`src/rtl/vga_pkg.sv`:
```
// Shared definitions for the picture-memory arbiter: scan-state codes,
// default pixel width and the picture-size helper.
package vga_pkg;

  localparam int DW_RGB = 24;

  typedef logic [1:0] state_t;
  localparam state_t ST_IDLE = 2'd0;
  localparam state_t ST_SCAN = 2'd1;
  localparam state_t ST_DONE = 2'd2;

  function automatic int pic_size(input int h, input int v);
    return h * v;
  endfunction

endpackage

```
`src/rtl/vmem_wfifo.sv`:
```
// Posted-write FIFO holding {addr,data} entries. Power-of-two depth;
// the level counter is one bit wider than the pointers so "full" is explicit.
module vmem_wfifo #(
  parameter int FDEPTH = 4,
  parameter int W      = 8,
  localparam int PW    = $clog2(FDEPTH),
  localparam int LW    = PW + 1
) (
  input  logic          clk,
  input  logic          rst_n,
  input  logic          i_push,
  input  logic [W-1:0]  i_wdata,
  input  logic          i_pop,
  output logic [W-1:0]  o_head,
  output logic [LW-1:0] o_level,
  output logic          o_empty,
  output logic          o_full
);

  logic [W-1:0]  r_mem [FDEPTH];
  logic [PW-1:0] r_wr_ptr;
  logic [PW-1:0] r_rd_ptr;
  logic [LW-1:0] r_level;
  logic          w_push;
  logic          w_pop;

  assign o_empty = (r_level == '0);
  assign o_full  = (r_level == LW'(FDEPTH));
  assign w_push  = i_push && !o_full;
  assign w_pop   = i_pop && !o_empty;
  assign o_head  = r_mem[r_rd_ptr];
  assign o_level = r_level;

  // NOTE: storage is deliberately not reset; validity is tracked by the
  // pointers and level, so clearing the array would only cost reset routing.
  always_ff @(posedge clk) begin
    if (w_push) r_mem[r_wr_ptr] <= i_wdata;
  end

  // NOTE: sequential state uses non-blocking assignments so every register
  // samples pre-edge values regardless of statement order.
  always_ff @(posedge clk or negedge rst_n) begin
    if (!rst_n) begin
      r_wr_ptr <= '0;
      r_rd_ptr <= '0;
      r_level  <= '0;
    end else begin
      if (w_push) r_wr_ptr <= r_wr_ptr + PW'(1);
      if (w_pop)  r_rd_ptr <= r_rd_ptr + PW'(1);
      if (w_push && !w_pop)      r_level <= r_level + LW'(1);
      else if (w_pop && !w_push) r_level <= r_level - LW'(1);
    end
  end

endmodule

```
`src/rtl/vmem_arbiter.sv`:
```
// Picture-memory port scheduler: the display reader owns the port whenever
// pic_en is high; posted host writes drain from a small FIFO on idle cycles.
module vmem_arbiter
  import vga_pkg::*;
#(
  parameter int PICH    = 100,
  parameter int PICV    = 100,
  parameter int PICSIZE = pic_size(PICH, PICV),
  parameter int AW      = $clog2(PICH) + $clog2(PICV),
  parameter int DW      = DW_RGB,
  parameter int FDEPTH  = 4,
  localparam int LW     = $clog2(FDEPTH) + 1
) (
  input  logic          clk,
  input  logic          rst,
  input  logic          frame_start,
  input  logic          pic_en,
  input  logic          host_req,
  input  logic [AW-1:0] host_addr,
  input  logic [DW-1:0] host_wdata,
  output logic          host_ready,
  output logic [AW-1:0] mem_addr,
  output logic          mem_re,
  output logic          mem_we,
  output logic [DW-1:0] mem_wdata,
  output logic [LW-1:0] fifo_level,
  output logic          err_addr,
  output logic          err_overrun
);

  localparam logic [AW-1:0] LAST_PIX  = AW'(PICSIZE - 1);
  localparam logic [AW:0]   PICSIZE_W = (AW + 1)'(PICSIZE);

  state_t           r_state;
  logic [AW-1:0]    r_cnt;
  logic             r_err_addr;
  logic             r_err_ovr;

  logic             w_xfer;
  logic             w_bad;
  logic             w_push;
  logic             w_pop;
  logic             w_full;
  logic             w_empty;
  logic [AW+DW-1:0] w_head;

  vmem_wfifo #(
    .FDEPTH (FDEPTH),
    .W      (AW + DW)
  ) u_wfifo (
    .clk     (clk),
    .rst_n   (rst),
    .i_push  (w_push),
    .i_wdata ({host_addr, host_wdata}),
    .i_pop   (w_pop),
    .o_head  (w_head),
    .o_level (fifo_level),
    .o_empty (w_empty),
    .o_full  (w_full)
  );

  // Out-of-range writes still complete the handshake but are discarded.
  assign host_ready = rst && !w_full;
  assign w_xfer     = host_req && host_ready;
  assign w_bad      = ({1'b0, host_addr} >= PICSIZE_W);
  assign w_push     = w_xfer && !w_bad;
  assign w_pop      = rst && !pic_en && !w_empty;

  assign err_addr    = r_err_addr;
  assign err_overrun = r_err_ovr;

  // NOTE: every output gets a default before the branches so no path can
  // leave one unassigned and infer a latch.
  always_comb begin
    mem_addr  = '0;
    mem_re    = 1'b0;
    mem_we    = 1'b0;
    mem_wdata = '0;
    if (rst && pic_en) begin
      mem_re = 1'b1;
      if (r_state == ST_SCAN && !frame_start) mem_addr = r_cnt;
    end else if (w_pop) begin
      mem_we    = 1'b1;
      mem_addr  = w_head[DW +: AW];
      mem_wdata = w_head[DW-1:0];
    end
  end

  // A frame_start read is pixel 0, so the counter resumes at 1 after it.
  always_ff @(posedge clk or negedge rst) begin
    if (!rst) begin
      r_state    <= ST_IDLE;
      r_cnt      <= '0;
      r_err_addr <= 1'b0;
      r_err_ovr  <= 1'b0;
    end else begin
      r_err_addr <= w_xfer && w_bad;

      if (frame_start) begin
        r_state <= ST_SCAN;
        r_cnt   <= pic_en ? AW'(1) : '0;
      end else if (r_state == ST_SCAN && pic_en) begin
        if (r_cnt == LAST_PIX) begin
          r_state <= ST_DONE;
          r_cnt   <= '0;
        end else begin
          r_cnt <= r_cnt + AW'(1);
        end
      end

      if (frame_start)                         r_err_ovr <= 1'b0;
      else if (r_state == ST_DONE && pic_en)   r_err_ovr <= 1'b1;
    end
  end

endmodule

```
`config.mk`:
```
export PLATFORM = sky130hd
export DESIGN_NAME = vmem_arbiter
export DESIGN_NICKNAME = d
export VERILOG_FILES = /design/src/rtl/vga_pkg.sv /design/src/rtl/vmem_wfifo.sv /design/src/rtl/vmem_arbiter.sv
export SDC_FILE = /design/constraint.sdc
export NUM_CORES = 1
export LEC_CHECK = 0
export CORE_ASPECT_RATIO = 0.75
export CORE_MARGIN = 8
export CORE_UTILIZATION = 59
export CTS_CLUSTER_DIAMETER = 60
export DETAILED_ROUTE_END_ITERATION = 8
export MAX_ROUTING_LAYER = met4
export PLACE_DENSITY = 0.83
export SETUP_SLACK_MARGIN = 0.4
export SYNTH_ARGS = -nofsm -noshare
export SYNTH_HDL_FRONTEND = slang
export SYNTH_SLANG_ARGS = --single-unit
```
`constraint.sdc`:
```
create_clock -name clk -period 7.46 [get_ports clk]
set_clock_uncertainty 0.05 [all_clocks]
set_input_delay 0.746 -clock clk [delete_from_list [all_inputs] [get_ports clk]]
set_output_delay 0.746 -clock clk [all_outputs]
set_load 0.01 [all_outputs]
```
==> flow_summary_export.csv <==
group,metric,value,unit
route,vias,3834,
hold_path,worstHoldEndpoint,"err_overrun$_DFFE_PN0P_",
clock_tree,cts_resized,0,
job,drv_cap,0,
die,ios,89,
power,cellInternalPower,1.95,mW
grt,grt_use_total,0.189,
yosys,syn_area,7180,um2
timing,worst_slack,3.20,ns
hold_path,min_path_type,"flip-flop to flip-flop",
clock_tree,numClockSinks,177,
yosys,synth-async-reset-ratio,0.141,
cells_and_area,finish.utilization,0.725,
die,dieArea,16000,um2
critical_path,path_buf_inv,4,
cells_and_area,final_nets,524,
cells_and_area,antenna_cells,0,
timing,fmax,0.235,GHz
timing,hold_violations,0,
outcome,outcome,"completed",
grt,antenna_found_initial,0,
grt,grt-ovfl-total,0,
yosys,avgSynthCellArea,18.8,um2
route,antenna_left,0,
cells_and_area,drive_above_1_share,0.181,
placed_design,place_area,8200,um2
power,fin_total_pwr,2.71,mW
yosys,ys_seq_area_frac,0.723,
power,p_sw,0.751,mW
critical_path,cp.required,6.66,ns
yosys,yosysWarnings,0,
grt,grt_pass1_vias,4110,
timing,finalSetupTns,0,ns
cells_and_area,areaGrowthSynthToFinish,22.1,%
grt,grt_max_degree,40,
critical_path,rrSetupSlack,4.61,ns
hold_path,worstHoldStart,"err_overrun$_DFFE_PN0P_",
timing,finalCritPeriodShare,0.571,
power,power_density,309,nW/um2
yosys,synth_fp_nets,431,
clock_tree,clk_pin_slew,0.06,ns
critical_path,reg2reg_depth,7,
route,first_pass_iters,4,
power,irDropWorstVdd,0.198,mV
timing,setup_viol,0,
yosys,synth_edf_count,152,
timing,rsz0062_at_grt,"no",
cells_and_area,final_cell_area,8770,um2
critical_path,worstSetupEndpointType,"primary output",
yosys,synth_top_cell_by_area,"edfxtp_1",
die,start_util,0.594,
power,p_seq_frac,0.464,
route,wl_per_cell,21.5,um
cells_and_area,final_cells,653,
yosys,synth_top_area_share,0.636,
grt,grt_pass1_wl,22200,um
timing,relSlewSlack,0.292,
clock_tree,ctsHoldBuffers,0,
timing,timing.hold.ws,0.452,ns
critical_path,rr_endpoint,"u_wfifo.o_level[1]$_DFFE_PN0P_",
route,routed_wl,14000,um
placed_design,place_ws,3.22,ns
clock_tree,cts_tree,"done",
clock_tree,htreeDepth,4,
power,p_leak,2.95,nW
route,drt_iter0_drc,266,
power,p_comb_frac,0.221,
power,switching_share,0.278,
clock_tree,cts_buffer_depth,2,
cells_and_area,layout_common_cells,"edfxtp_1 (152), clkdlybuf4s50_1 (88), mux4_2 (38)",
critical_path,crit_arrival,3.47,ns
placed_design,gp_congestion,0.844,
clock_tree,clock_latency,0.42,ns
die,dieHeight,112,um
die,core_area,12100,um2
die,std_cell_rows,35,
critical_path,critical_path_class,"input port to primary output",
placed_design,port_buffers,88,
critical_path,startpoint,"rst",
critical_path,start_kind,"input port",
yosys,synth.distinct_cells,47,
clock_tree,numCtsBuffers,17,
critical_path,crit_chain,"clkdlybuf4s50_1 > buf_4 > o311a_1 > buf_4 > and2_1 > clkdlybuf4s50_1",
critical_path,reg2reg_from,"u_wfifo.o_level[0]$_DFFE_PN0P_",
yosys,ys_dominant_reg_cell,"edfxtp_1",
critical_path,path_max_fanout,30,
timing,layout_min_cycle_time,4.26,ns
yosys,yosys-top-cells-area,"edfxtp_1 (64%), mux4_2 (12%), dfrtp_1 (8.7%)",
clock_tree,cts_root_buf,"clkbuf_16",
critical_path,crit_family,"buffers and inverters",
power,clock_power_share,0.315,
die,die_x,143,um
critical_path,slowest_stage,"o311a_1",
hold_path,min_path_cells,2,
critical_path,max_stage_delay,0.72,ns
timing,slew_violations,0,
yosys,synth_cells,381,
yosys,synth-seq-cells,177,
placed_design,hpwl,8580,um
cells_and_area,final_common_cell,"edfxtp_1",
placed_design,dp_cells,621,
route,route.detailed.drc,0,
route,via_per_inst,5.87,
timing,tightest_slew,1.06,ns
clock_tree,cts_setup_buffers,0,
cells in the mapped netlist, drive strengths merged (2+ instances only):
cell type,instances
buf,10
nand3,5
nand4,3
and2,32
mux4,38
xor2,5
nor2,8
inv,10
or3,4
a21oi,6
nand2,11
and4b,2
ha,6
o311ai,3
xnor2,5
o211ai,2
o21ai,11
a22o,14
edfxtp,152
clkbuf,7
mux2,2
and3,3
o2111ai,3
dfrtp,25
how the worst max path moves through the flow:
stage	endpoint	cells after the start	slack, ns
2_1_floorplan	u_wfifo.r_mem[0][0]$_DFFE_PP_	4	4.64
3_3_place_gp	mem_wdata[22]	6	3.32
3_5_place_dp	mem_wdata[9]	6	3.22
4_1_cts	mem_wdata[9]	6	3.19
5_1_grt	mem_wdata[9]	6	3.04
6_report	mem_wdata[9]	6	3.20
per-layer routing:
metal  part of all wire  vias to the layer above  global-route usage  wire length (um)
met5                  0                        -                   -                 0
met4              0.011                        0              0.0538               155
met3              0.048                       14              0.0457               671
met2               0.49                      110               0.290              6930
met1               0.45                     1994               0.248              6270
li1                   -                     1716                   -                 -
power by group through the flow:
stage,combinational [mW],clock [mW],sequential (mW)
2_1_floorplan,0.438,0,1.21
4_1_cts,0.608,0.864,1.26
5_1_grt,0.644,0.904,1.27
6_report,0.598,0.852,1.26
3_3_place_gp,0.592,0,1.27
3_5_place_dp,0.603,0,1.28
registers in the layout (all words and copies together), names as in the netlist:
name / count
err_addr: 1
err_overrun: 1
r_cnt: 14
r_state: 2
u_wfifo.o_level: 3
u_wfifo.r_mem: 152
u_wfifo.r_rd_ptr: 2
u_wfifo.r_wr_ptr: 2
tightest hold or removal path: cells and delay by family, from the launching register on:
family,cells,cell delay (ns)
AO/OA/AOI/OAI,1,0.04
AND/OR/NAND/NOR,1,0.08
flip-flops,1,0.34
kinds of logic (layout without fill, tap and decap cells):
kind of cell	Yosys count	count (layout)	synth area share
fa+ha+maj	7	7	0.0132
buf+inv	27	133	0.0188
mux	40	40	0.122
simple gates	76	76	0.0622
xor+xnor	10	10	0.0122
compound gates	44	44	0.0479
flops	177	177	0.723
layout make-up:
type,count,area [um2]
repair buffers,91,903
clock inverters,14,139
flip-flops and latches,177,5190
inverters,10,37.5
clock buffers,18,429
fillers,762,3320
multi-input cells,177,1860
well taps,166,208
Power figures use the tool's default switching activity.
